==> config.mk <==
export PLATFORM = sky130hd
export DESIGN_NAME = fetch_unit
export DESIGN_NICKNAME = d
export VERILOG_FILES = /design/src/rtl/fetch_unit.sv
export SDC_FILE = /design/constraint.sdc
export NUM_CORES = 1
export LEC_CHECK = 0
export CORE_ASPECT_RATIO = 0.75
export CORE_MARGIN = 5
export CORE_UTILIZATION = 50
export CTS_CLUSTER_SIZE = 14
export DETAILED_ROUTE_END_ITERATION = 8
export PLACE_DENSITY = 0.9
export SLEW_MARGIN = 5
export SYNTH_ARGS = -nofsm -noshare
export SYNTH_HDL_FRONTEND = slang
export SYNTH_SLANG_ARGS = --single-unit
==> constraint.sdc <==
create_clock -name clock -period 4.3 [get_ports clock]
set_clock_uncertainty 0.2 [all_clocks]
set_input_delay 0.43 -clock clock [delete_from_list [all_inputs] [get_ports clock]]
set_output_delay 0.43 -clock clock [all_outputs]
set_load 0.005 [all_outputs]
==> src/rtl/fetch_unit.sv <==
// rtl/fetch_unit.sv - instruction fetch stage with 2-entry {pc, inst} buffer, redirect and halt
// Optional FETCH_MISALIGN_TRAP_EN: sticky fetch_error on misaligned redirect, blocks further fetch.
module fetch_unit #(
    parameter logic [31:0] RESET_PC = 32'h0040_0000
) (
    input  logic        clock,
    input  logic        reset,
    output logic [29:0] imem_addr,
    input  logic [31:0] imem_data,
    input  logic        redirect_valid,
    input  logic [31:0] redirect_pc,
    input  logic        halt,
    output logic        out_valid,
    input  logic        out_ready,
    output logic [31:0] out_inst,
    output logic [31:0] out_pc,
    output logic [31:0] out_pc4,
    output logic        fetch_error
);

    logic [31:0] r_pc_f;
    logic [1:0]  r_count;
    logic        r_head;
    logic        r_tail;
    logic [31:0] r_buf_pc   [2];
    logic [31:0] r_buf_inst [2];

    logic        w_pop;
    logic        w_push;
    logic        w_fetch_block;

`ifdef FETCH_MISALIGN_TRAP_EN
    logic r_fetch_error;

    always_ff @(posedge clock or negedge reset) begin
        if (!reset) begin
            r_fetch_error <= 1'b0;
        end else if (redirect_valid && (redirect_pc[1:0] != 2'b00)) begin
            r_fetch_error <= 1'b1;
        end
    end

    assign fetch_error   = r_fetch_error;
    assign w_fetch_block = r_fetch_error;
`else
    assign fetch_error   = 1'b0;
    assign w_fetch_block = 1'b0;
`endif

    assign imem_addr = r_pc_f[31:2];

    assign out_valid = (r_count != 2'd0) && !redirect_valid;
    assign out_pc    = r_buf_pc[r_head];
    assign out_inst  = r_buf_inst[r_head];
    assign out_pc4   = out_pc + 32'd4;

    // A full buffer that is popping this cycle may still accept a new word.
    assign w_pop  = out_valid && out_ready;
    assign w_push = !redirect_valid && !halt && !w_fetch_block &&
                    ((r_count != 2'd2) || w_pop);

    always_ff @(posedge clock or negedge reset) begin
        if (!reset) begin
            r_pc_f        <= RESET_PC;
            r_count       <= 2'd0;
            r_head        <= 1'b0;
            r_tail        <= 1'b0;
            r_buf_pc[0]   <= 32'd0;
            r_buf_pc[1]   <= 32'd0;
            r_buf_inst[0] <= 32'd0;
            r_buf_inst[1] <= 32'd0;
        end else if (redirect_valid) begin
            r_pc_f  <= redirect_pc & 32'hFFFF_FFFC;
            r_count <= 2'd0;
            r_head  <= 1'b0;
            r_tail  <= 1'b0;
        end else begin
            if (w_push) begin
                r_buf_pc[r_tail]   <= r_pc_f;
                r_buf_inst[r_tail] <= imem_data;
                r_tail             <= ~r_tail;
                r_pc_f             <= r_pc_f + 32'd4;
            end
            if (w_pop) begin
                r_head <= ~r_head;
            end
            case ({w_push, w_pop})
                2'b10:   r_count <= r_count + 2'd1;
                2'b01:   r_count <= r_count - 2'd1;
                default: r_count <= r_count;
            endcase
        end
    end

endmodule

==> results.md <==
* Maximum clock path buffer count at 2
* Site row count at 40
* Die H at 120 um
* Internal power at 3630 uW
* Switching part of the total at 0.285
* Flop pwr share at 0.420
* Htree depth at 4
* Critical Path Fanout Max at 21
* Nets at 927
* Setup WS post-layout at 0.314 ns
* Status: complete, no violations
* Gr usage total at 0.220
* Largest net degree at the start of global routing at 105
* Cell area after synthesis at 0.00804 mm^2
* DP HPWL at 14400 um
* Die X at 156 um
* Critical path class: reg -> out
* Fin crit period at 3.99 ns
* Peak VDD IR at 0.254 mV
* Worst-Margin Slew at 1.11 ns
* Comb pwr share at 0.307
* Fmax at 0.251 GHz
* Vias in the first global route at 6271
* Final setup viols at 0
* Crit path DAT at 3.36 ns
* CP Data Required Time at 3.67 ns
* Power share of the clock group at 0.273
* Vias at 5928
* Initial antenna violation count at 0
* Post-Route WL at 20400 um
* Synth Area per Inst at 12.1 um^2
* Synth Flop Type: dfrtp_1
* DRT iter0 DRCs at 313
* Hold WC Path Type: reg -> reg
* Synth cell types at 55
* Ant diodes at 0
* Syn-to-layout area delta at 33.0%
* Seq/Total Area, Yosys at 0.492
* Mapped Cells at 666
* TritonCTS Buffers at 17
* Wire per inst at 18.9 um
* DIE AREA at 0.0187 mm^2
* Crit share post-route at 0.927
* Worst Setup Start Kind: flip-flop
* Net Switching at 1440 uW
* RSZ-0062 raised after global routing: false
* EDFF count, synth at 0
* Layout cells sized above 1 at 0.255
* CTS clk-pin slew, worst paths at 0.06 ns
* Total Neg Setup Slack at 0 ns
* Boundary Pins at 197
* DRC viols at 0
* Initial core utilization at 0.505
* Port bufs at 189
* Remaining antenna violation count at 0
* P_leak at 0.00440 uW
* Final Max Tran Viols at 0
* Place WS at 0.625 ns
* TritonCTS clock tree: built
* Number of synthesis warnings at 0
* Vias per cell at 5.50
* Final Total Pwr at 5070 uW
* Hold Vio Cnt, Final at 0
* Worst hold margin at 0.279 ns
* CP Capture Type: output port
* Clock latency on the worst-skew pair at 0.41 ns
* Post-synth ARST share at 1.00
* Post_cts resized at 0
* Max cap viols at 0
* Remaining Overflow, GRT at 0
* Number of synthesized register bits at 158
* Total core area at 0.0159 mm^2
* Rel. slew slack at 0.256
* Pwr Density at 474 mW/mm^2
* Initial DRT Pass Iterations at 5
* First-pass GRT wire length at 32900 um
* Clk sink count at 158
* Gpl congestion at 0.888
* Root Driver: clkbuf_16
-- cells in the mapped netlist (2+ instances only) --
| cell | count | share of area |
|---|---|---|
| buf_2 | 19 | 0.012 |
| ha_1 | 2 | 0.0031 |
| nand4b_4 | 2 | 0.0059 |
| nor2_1 | 17 | 0.0079 |
| mux2i_1 | 16 | 0.020 |
| xor2_1 | 28 | 0.030 |
| nor3b_1 | 2 | 0.0019 |
| and4_1 | 2 | 0.0022 |
| nand4_2 | 2 | 0.0031 |
| o311ai_0 | 2 | 0.0022 |
| dfrtp_1 | 157 | 0.49 |
| xnor2_1 | 20 | 0.022 |
| nand3_1 | 18 | 0.011 |
| buf_4 | 7 | 0.0065 |
| mux2_2 | 161 | 0.23 |
| nand4b_1 | 4 | 0.0044 |
| nand2_1 | 53 | 0.025 |
| o311ai_1 | 2 | 0.0022 |
| clkbuf_1 | 7 | 0.0033 |
| inv_1 | 18 | 0.0084 |
| and3_1 | 7 | 0.0054 |
| nor4_1 | 3 | 0.0023 |
| nor3_2 | 3 | 0.0037 |
| mux2_1 | 11 | 0.015 |
| o21ai_0 | 32 | 0.020 |
| a32o_1 | 2 | 0.0025 |
| nor2b_1 | 9 | 0.0070 |
| a21oi_1 | 6 | 0.0037 |
| a31oi_1 | 3 | 0.0023 |
| nor3_1 | 8 | 0.0050 |
| nand3b_1 | 2 | 0.0019 |
| nand4_1 | 18 | 0.014 |
-- cells in the final DEF (no fill, tap or decap), types with 11 or more instances in the layout --
cell / netlist / final
clkdlybuf4s50_1: 0 / 187
mux2_2: 161 / 161
dfrtp_1: 157 / 156
nand2_1: 53 / 53
o21ai_0: 32 / 32
xor2_1: 28 / 28
xnor2_1: 20 / 20
inv_1: 18 / 18
nand4_1: 18 / 18
nand3_1: 18 / 18
nor2_1: 17 / 17
clkbuf_16: 0 / 17
mux2i_1: 16 / 16
mux2_1: 11 / 11
-- final cells by class --
class	count	area, um^2
sequential	158	3960
clock inverter	10	95.1
timing repair buffer	202	2020
tap	210	263
multi-input combinational	459	3850
fill	1226	5220
clock buffer	20	437
inverter	18	67.6
-- per-layer routing --
layer	wire length (um)	track usage	part of all wire
met1	9090	0.299	0.45
met2	9630	0.347	0.47
met3	1490	0.0714	0.073
met4	159	0.0488	0.0078
met5	0	0	0
-- state kept, by name (all words and copies together), names as in the netlist --
register and flops:
r_buf_inst 64, r_buf_pc 60, r_count 2, r_head 1, r_pc_f 30, r_tail 1
-- logic make-up (layout without fill, tap and decap cells) --
group / count (synthesis) / in the layout / synth area share
flip-flops: 158 / 158 / 0.492
XOR/XNOR: 48 / 48 / 0.0523
other: 1 / 5 / 0.000466
buffers and inverters: 53 / 250 / 0.0319
multiplexers: 188 / 188 / 0.261
AO/OA/AOI/OAI: 57 / 57 / 0.0440
adder cells (fa/ha/maj): 2 / 2 / 0.00311
AND/OR/NAND/NOR: 159 / 159 / 0.116
-- final timing paths --
path	start	endpoint	slack, ns	cells past startpoint
min in group asynchronous	reset	r_buf_inst[55]	0.47	2
worst min register to register	r_buf_inst[2]	r_buf_inst[2]	0.28	1
max in group asynchronous	reset	r_buf_pc[20]	2.40	3
worst min-delay path	r_buf_inst[2]	r_buf_inst[2]	0.28	1
worst max-delay path	r_head	out_pc4[22]	0.31	7
worst max register to register	r_count[1]	r_buf_inst[14]	1.61	5
-- power by group through the flow --
stage	Sequential, uW	Clock, uW	Combinational, uW
global route	2180	1480	1690
floorplan	2050	0	784
CTS	2130	1410	1570
detailed placement	2150	0	1560
finish	2130	1380	1560
global placement	2120	0	1510
-- critical path: stages (launching register included) --
cell and delay (ns):
dfrtp_4 0.62, buf_4 0.28, nand4b_1 0.26, a211o_1 0.41
nand4b_4 0.30, nor4b_2 0.35, xor2_1 0.19, clkdlybuf4s50_1 0.52
-- per-stage QoR --
stage	std cells	util	instance area [um^2]
after global placement	1045	0.636	10100
after global routing	1077	0.672	10700
after detailed placement	1045	0.636	10100
after floorplan	670	-	8060
after CTS	1076	0.670	10700
final	1077	0.672	10700
-- timing repair --
item,4_1_cts,5_1_grt
hold buffers,1,0
endpoints found under the setup margin,0,2
hold endpoints to repair,73,0
setup buffers,0,1
Note: power is estimated with default switching activity, not from simulation.
